$ cat src/rtl/fx_eq_pkg.sv
`default_nettype none
// +----------------------------------------------------------------------------+
// | Module      : fx_eq_pkg                                                    |
// | Description : Shared enums, constants and rounding helper for the EQ stage |
// | Revision    : 1.0                                                          |
// +----------------------------------------------------------------------------+
package fx_eq_pkg;

    typedef enum logic [2:0] {
        C_B0 = 3'd0,
        C_B1 = 3'd1,
        C_B2 = 3'd2,
        C_A1 = 3'd3,
        C_A2 = 3'd4
    } coef_idx_e;

    typedef enum logic [2:0] {
        S_IDLE = 3'd0,
        S_LOAD = 3'd1,
        S_MAC  = 3'd2,
        S_WB   = 3'd3,
        S_BYP  = 3'd4,
        S_DONE = 3'd5
    } eq_state_e;

    localparam int N_COEF        = 5;
    // Coefficients are Q2.(COEF_W-2): unity is 1 << (COEF_W - COEF_INT_BITS)
    localparam int COEF_INT_BITS = 2;

    // Round half up, drop FRAC bits, clamp to a DATA_W-bit signed range.
    function automatic longint sat_round(input longint acc, input int frac, input int data_w);
        longint r;
        longint hi;
        longint lo;
        r  = (acc + (longint'(1) <<< (frac - 1))) >>> frac;
        hi = (longint'(1) <<< (data_w - 1)) - 1;
        lo = -(longint'(1) <<< (data_w - 1));
        if (r > hi) begin
            r = hi;
        end else if (r < lo) begin
            r = lo;
        end
        return r;
    endfunction

endpackage
`default_nettype wire

$ cat src/rtl/fx_eq_biquad_mac.sv
`default_nettype none
// +----------------------------------------------------------------------------+
// | Module      : fx_eq_biquad_mac                                             |
// | Description : Registered multiplier feeding an add/sub accumulator         |
// | Revision    : 1.0                                                          |
// +----------------------------------------------------------------------------+
module fx_eq_biquad_mac
    import fx_eq_pkg::*;
#(
    parameter int DATA_W = 16,
    parameter int COEF_W = 18,
    parameter int ACC_W  = DATA_W + COEF_W + 3
) (
    input  logic                     clk,
    input  logic                     reset_n,
    input  logic                     mul_en,
    input  logic                     sub,
    input  logic                     acc_en,
    input  logic                     acc_clr,
    input  logic signed [DATA_W-1:0] data,
    input  logic signed [COEF_W-1:0] coef,
    output logic signed [DATA_W-1:0] y
);
    localparam int PROD_W = DATA_W + COEF_W;

    logic signed [PROD_W-1:0] w_a;
    logic signed [PROD_W-1:0] w_b;
    logic signed [PROD_W-1:0] r_prod;
    logic                     r_sub;
    logic signed [ACC_W-1:0]  r_acc;
    logic signed [ACC_W-1:0]  w_term;
    logic signed [ACC_W-1:0]  w_base;

    assign w_a    = $signed({{COEF_W{data[DATA_W-1]}}, data});
    assign w_b    = $signed({{DATA_W{coef[COEF_W-1]}}, coef});
    assign w_term = $signed({{(ACC_W-PROD_W){r_prod[PROD_W-1]}}, r_prod});
    assign w_base = acc_clr ? '0 : r_acc;

    // The subtract flag travels with its product so feedback terms line up.
    always_ff @(posedge clk or negedge reset_n) begin
        if (!reset_n) begin
            r_prod <= '0;
            r_sub  <= 1'b0;
            r_acc  <= '0;
        end else begin
            if (mul_en) begin
                r_prod <= w_a * w_b;
                r_sub  <= sub;
            end
            if (acc_en) begin
                r_acc <= r_sub ? (w_base - w_term) : (w_base + w_term);
            end
        end
    end

    assign y = DATA_W'(sat_round(longint'(r_acc), COEF_W - COEF_INT_BITS, DATA_W));

endmodule
`default_nettype wire

$ cat src/rtl/fx_eq_biquad.sv
`default_nettype none
// +----------------------------------------------------------------------------+
// | Module      : fx_eq_biquad                                                 |
// | Description : Multi-channel cascaded DF-I biquad EQ on one shared MAC      |
// | Revision    : 1.0                                                          |
// +----------------------------------------------------------------------------+
module fx_eq_biquad
    import fx_eq_pkg::*;
#(
    parameter int DATA_W  = 16,
    parameter int N_CH    = 2,
    parameter int N_BANDS = 4,
    parameter int COEF_W  = 18,
    parameter int ADDR_W  = $clog2(N_BANDS * 5)
) (
    input  logic                         clk,
    input  logic                         reset_n,
    input  logic                         in_valid,
    output logic                         in_ready,
    input  logic [N_CH-1:0][DATA_W-1:0]  audio_in,
    input  logic                         bypass,
    output logic                         out_valid,
    output logic [N_CH-1:0][DATA_W-1:0]  audio_out,
    input  logic                         coef_wr_en,
    input  logic [ADDR_W-1:0]            coef_addr,
    input  logic signed [COEF_W-1:0]     coef_wr_data,
    input  logic                         coef_commit,
    output logic                         commit_pend
);
    localparam int N_COEFS = N_BANDS * N_COEF;
    localparam int CH_W    = (N_CH > 1) ? $clog2(N_CH) : 1;
    localparam int BAND_W  = (N_BANDS > 1) ? $clog2(N_BANDS) : 1;
    localparam int ACC_W   = DATA_W + COEF_W + 3;
    localparam int H_X1 = 0, H_X2 = 1, H_Y1 = 2, H_Y2 = 3;
    localparam logic signed [COEF_W-1:0] C_COEF_ONE = COEF_W'(1) << (COEF_W - COEF_INT_BITS);

    eq_state_e                   r_state;
    logic [CH_W-1:0]             r_ch;
    logic [BAND_W-1:0]           r_band;
    logic [2:0]                  r_term;
    logic [N_CH-1:0][DATA_W-1:0] r_frame;
    logic [N_CH-1:0][DATA_W-1:0] r_out;
    logic                        r_out_valid;
    logic                        r_commit_pend;
    logic signed [DATA_W-1:0]    r_x;
    logic signed [DATA_W-1:0]    r_hist   [N_CH][N_BANDS][4];
    logic signed [COEF_W-1:0]    r_shadow [N_COEFS];
    logic signed [COEF_W-1:0]    r_active [N_COEFS];

    coef_idx_e                   w_sel;
    logic [ADDR_W-1:0]           w_cidx;
    logic signed [DATA_W-1:0]    w_x;
    logic signed [DATA_W-1:0]    w_data;
    logic signed [DATA_W-1:0]    w_y;
    logic                        w_copy;
    logic                        w_mul_en;
    logic                        w_acc_en;
    logic                        w_acc_clr;
    logic                        w_sub;

    // Multiplier runs one term ahead of the accumulator: LOAD feeds b0*x.
    always_comb begin
        w_sel = C_B0;
        if (r_state == S_MAC) begin
            case (r_term)
                3'd0:    w_sel = C_B1;
                3'd1:    w_sel = C_B2;
                3'd2:    w_sel = C_A1;
                default: w_sel = C_A2;
            endcase
        end
    end

    assign w_x    = (r_band == '0) ? $signed(r_frame[r_ch]) : r_x;
    assign w_cidx = ADDR_W'(int'(r_band) * N_COEF + int'(w_sel));

    always_comb begin
        w_data = w_x;
        case (w_sel)
            C_B1:    w_data = r_hist[r_ch][r_band][H_X1];
            C_B2:    w_data = r_hist[r_ch][r_band][H_X2];
            C_A1:    w_data = r_hist[r_ch][r_band][H_Y1];
            C_A2:    w_data = r_hist[r_ch][r_band][H_Y2];
            default: w_data = w_x;
        endcase
    end

    assign w_mul_en  = (r_state == S_LOAD) || ((r_state == S_MAC) && (r_term != 3'd4));
    assign w_acc_en  = (r_state == S_MAC);
    assign w_acc_clr = w_acc_en && (r_term == 3'd0);
    assign w_sub     = (w_sel == C_A1) || (w_sel == C_A2);
    assign w_copy    = (r_state == S_IDLE) && r_commit_pend;

    fx_eq_biquad_mac #(
        .DATA_W (DATA_W),
        .COEF_W (COEF_W),
        .ACC_W  (ACC_W)
    ) u_mac (
        .clk     (clk),
        .reset_n (reset_n),
        .mul_en  (w_mul_en),
        .sub     (w_sub),
        .acc_en  (w_acc_en),
        .acc_clr (w_acc_clr),
        .data    (w_data),
        .coef    (r_active[w_cidx]),
        .y       (w_y)
    );

    // Shadow reads here see the pre-write value, so a same-cycle write is not copied.
    always_ff @(posedge clk or negedge reset_n) begin
        if (!reset_n) begin
            for (int i = 0; i < N_COEFS; i++) begin
                r_shadow[i] <= ((i % N_COEF) == 0) ? C_COEF_ONE : '0;
                r_active[i] <= ((i % N_COEF) == 0) ? C_COEF_ONE : '0;
            end
            r_commit_pend <= 1'b0;
        end else begin
            if (coef_wr_en && (int'(coef_addr) < N_COEFS)) begin
                r_shadow[coef_addr] <= coef_wr_data;
            end
            if (w_copy) begin
                r_active <= r_shadow;
            end
            r_commit_pend <= coef_commit || (r_commit_pend && !w_copy);
        end
    end

    always_ff @(posedge clk or negedge reset_n) begin
        if (!reset_n) begin
            r_state     <= S_IDLE;
            r_ch        <= '0;
            r_band      <= '0;
            r_term      <= '0;
            r_frame     <= '0;
            r_out       <= '0;
            r_out_valid <= 1'b0;
            r_x         <= '0;
            for (int c = 0; c < N_CH; c++) begin
                for (int b = 0; b < N_BANDS; b++) begin
                    for (int h = 0; h < 4; h++) begin
                        r_hist[c][b][h] <= '0;
                    end
                end
            end
        end else begin
            r_out_valid <= 1'b0;
            case (r_state)
                S_IDLE: begin
                    if (in_valid) begin
                        r_frame <= audio_in;
                        r_ch    <= '0;
                        r_band  <= '0;
                        r_state <= bypass ? S_BYP : S_LOAD;
                    end
                end
                S_LOAD: begin
                    r_term  <= '0;
                    r_state <= S_MAC;
                end
                S_MAC: begin
                    if (r_term == 3'd4) begin
                        r_state <= S_WB;
                    end else begin
                        r_term <= r_term + 3'd1;
                    end
                end
                S_WB: begin
                    r_hist[r_ch][r_band][H_X2] <= r_hist[r_ch][r_band][H_X1];
                    r_hist[r_ch][r_band][H_X1] <= w_x;
                    r_hist[r_ch][r_band][H_Y2] <= r_hist[r_ch][r_band][H_Y1];
                    r_hist[r_ch][r_band][H_Y1] <= w_y;
                    r_x <= w_y;
                    if (r_band == BAND_W'(N_BANDS - 1)) begin
                        r_band       <= '0;
                        r_frame[r_ch] <= w_y;
                        if (r_ch == CH_W'(N_CH - 1)) begin
                            for (int c = 0; c < N_CH; c++) begin
                                r_out[c] <= (CH_W'(c) == r_ch) ? w_y : r_frame[c];
                            end
                            r_out_valid <= 1'b1;
                            r_state     <= S_DONE;
                        end else begin
                            r_ch    <= r_ch + 1'b1;
                            r_state <= S_LOAD;
                        end
                    end else begin
                        r_band  <= r_band + 1'b1;
                        r_state <= S_LOAD;
                    end
                end
                S_BYP: begin
                    r_out       <= r_frame;
                    r_out_valid <= 1'b1;
                    r_state     <= S_DONE;
                end
                default: begin
                    r_state <= S_IDLE;
                end
            endcase
        end
    end

    assign in_ready    = (r_state == S_IDLE);
    assign out_valid   = r_out_valid;
    assign audio_out   = r_out;
    assign commit_pend = r_commit_pend;

endmodule
`default_nettype wire

$ cat config.mk
export PLATFORM = sky130hd
export DESIGN_NAME = fx_eq_biquad
export DESIGN_NICKNAME = d
export VERILOG_FILES = /design/src/rtl/fx_eq_pkg.sv /design/src/rtl/fx_eq_biquad_mac.sv /design/src/rtl/fx_eq_biquad.sv
export SDC_FILE = /design/constraint.sdc
export NUM_CORES = 2
export LEC_CHECK = 0
export CAP_MARGIN = 25
export CORE_ASPECT_RATIO = 0.75
export CORE_UTILIZATION = 45
export CTS_BUF_LIST = sky130_fd_sc_hd__clkbuf_16
export CTS_CLUSTER_SIZE = 8
export DETAILED_ROUTE_END_ITERATION = 8
export PLACE_DENSITY = 0.7
export SKIP_CTS_REPAIR_TIMING = 1
export SKIP_LAST_GASP = 1
export SYNTH_ARGS = -nofsm -noshare
export SYNTH_HDL_FRONTEND = slang
export SYNTH_HIERARCHICAL = 1
export SYNTH_SLANG_ARGS = --single-unit
$ cat constraint.sdc
create_clock -name clk -period 19.6 [get_ports clk]
set_input_delay 1.96 -clock clk [delete_from_list [all_inputs] [get_ports clk]]
set_output_delay 1.96 -clock clk [all_outputs]
set_load 0.1 [all_outputs]
==> flow_summary.json <==
{
  "max_stage_delay_ns": 0.86,
  "core_sq_um": 165000,
  "ant_nets": 0,
  "relSlewSlack_pct": 25.9,
  "ys_top_cells_by_area": "dfrtp_1 (47%), mux2_2 (17%), fa_1 (7.8%), mux4_2 (4.4%), nand2_1 (3.5%)",
  "timing.fmax_mhz": 90.9,
  "synth_cell_types": 95,
  "die_x_microns": 472,
  "dp_hpwl_microns": 117000,
  "rows": 129,
  "status": "complete, no violations",
  "ios": 96,
  "crit_required_ns": 20.27,
  "grt_pass1_vias": 49600,
  "cts_tree": "built",
  "grt_usage_pct": 22.5,
  "routed-wl-met3_microns": 11300,
  "crit_type": "register to register",
  "cts_root_buf": "clkbuf_16",
  "syn_area_sq_um": 74600,
  "rsz0062_at_grt": "no",
  "slowest_stage": "buf_4",
  "synth_ff_type": "dfrtp_1",
  "dr.pass1.iters": 6,
  "synth_top_area_share_pct": 46.5,
  "finalHoldViolCount": 0,
  "path_common_cell": "fa_1",
  "fp.dieH_microns": 355,
  "drv_slew": 0,
  "start_kind": "register",
  "fin_worst_skew_ns": 0.0892,
  "syn_inst": 6070,
  "top_layer_used": "met5",
  "clkLatencyLatePin_ns": 0.85,
  "path_max_fanout": 58,
  "drc": 0,
  "synth_seq_area_share_pct": 46.8,
  "async_flop_share_pct": 100,
  "yosysMostFrequentCell": "dfrtp_1",
  "nets": 6605,
  "grt_overflow": 0,
  "synth_edf_count": 0,
  "period_share_pct": 56.1,
  "syn-mean-instance-area_sq_um": 12.3,
  "syn-num-nets": 6560,
  "clock_path_buffers": 3,
  "tightest_slew_ns": 1.11,
  "final_layout_size_suffix_gt1_share_pct": 28.5,
  "tns_ns": 0,
  "wirelength_microns": 186000,
  "critPathTopFamily": "adder cells",
  "cts_max_level": 4,
  "die-area_sq_um": 167000,
  "grt_max_degree": 156,
  "start_util_pct": 45.3,
  "ys_ff_latch": 1395,
  "synth_top_cell_by_area": "dfrtp_1",
  "wl_per_cell_microns": 22.2,
  "yosysWarnings": 6,
  "critPathArrivalTime_ns": 11.67,
  "grt_first_pass_wirelength_microns": 294000,
  "viasPerCell": 5.70,
  "layout_min_cycle_time_ns": 11.00,
  "critPathCaptureType": "register",
  "r2r_slack_ns": 8.60,
  "dr_wl_met2_microns": 86000,
  "syn_to_final_growth_pct": 11.9,
  "initialDrtViolationCount": 4142,
  "finalSetupViolCount": 0,
  "regArea_sq_um": 34900,
  "holdCritPathClass": "register to register",
  "numCtsBuffers": 193,
  "yosys-top-cells-count": "dfrtp_1 (1387), mux2_2 (1134), nand2_1 (702)",
  "clock-sinks": 1395,
  "multi_input_area_sq_um": 36700,
  "maxCapViolations": 0,
  "cts.clk_slew.worst_paths_ns": 0.05,
  "num_vias": 47800,
  "antenna_found_initial": 3,
  "num-fill-cells": 13900,
  "crit_buf_inv": 7,
  "drt-met1-wl_microns": 83500,
  "port_buffers": 95,
  "gp_congestion": 0.884
}
[state kept, by name, summed over array words and instances (netlist names)]
name / cells
r_hist: 512
r_active: 360
r_shadow: 360
u_mac/r_acc: 37
u_mac/r_prod: 34
audio_out: 32
r_frame: 32
r_x: 16
r_state: 3
r_term: 3
r_band: 2
commit_pend: 1
out_valid: 1
r_ch: 1
u_mac/r_sub: 1
[cells in the final DEF (no fill, tap or decap), drive strengths merged, types with 28 or more instances in the layout]
master and n:
dfrtp 1387, mux2 1159, nand2 703, inv 412, fa 292, o21ai 230
clkbuf 193, mux4 147, and2 146, buf 139, ha 137, nor2 137
a21oi 137, mux2i 129, clkdlybuf4s50 94, xnor2 79, nor2b 73, nand3 68
a221oi 42, a31oi 40, o22ai 33, nor3 33, a21o 30, nor3b 28
[layout make-up]
class                           instances  area share [%]
Tap cell                             2227            3.34
Sequential cell                      1395            41.8
Clock inverter                         38           0.652
Multi-Input combinational cell       3899            44.0
Timing Repair Buffer                  233            2.67
Inverter                              393            1.77
Clock buffer                          193            5.78
Antenna cell                            1         0.00300
[per-stage QoR]
step	instance area [sq um]	hold WS [ns]	setup WS, ns	util (%)	std cells
2_1_floorplan	74600	0.441	10.18	-	6070
3_3_place_gp	77800	0.450	8.95	47.2	8135
3_5_place_dp	77900	0.455	8.76	47.3	8137
4_1_cts	83300	0.455	8.71	50.5	8368
5_1_grt	83500	0.477	8.10	50.7	8378
6_report	83500	0.459	8.60	50.7	8379
[final timing paths]
kind                          startpoint               end  cells past startpoint
setup / recovery               r_term[0]  u_mac/r_prod[31]                     32
hold / removal             r_shadow[273]     r_active[273]                      1
setup reg to reg               r_term[0]  u_mac/r_prod[31]                     32
hold reg to reg            r_shadow[273]     r_active[273]                      1
max in group asynchronous        reset_n     r_shadow[268]                      7
min in group asynchronous        reset_n       r_hist[347]                      1
[routing by layer]
metal | GRT usage (%) | vias to the layer above
met5 | 0 | -
met4 | 6.75 | 4
met3 | 3.75 | 294
met2 | 35.4 | 1467
met1 | 32.0 | 25100
li1 | - | 20900
[cells by family (layout without fill, tap and decap cells)]
logic type                 Yosys count  in the layout  share of synthesized area (%)
AOI/OAI and AO/OA                  657            657                           5.83
xor gates and xnor gates           100            100                           1.18
adders and majority gates          429            429                           10.1
buffers and inverters              776            857                           4.35
DFF                               1395           1395                           46.8
muxes                             1435           1435                           23.7
other                                0              1                              0
and+or+nand+nor                   1278           1278                           8.06
Power is not shown: default switching activity piles up to over one toggle a cycle in this logic, so the estimate is an artifact.
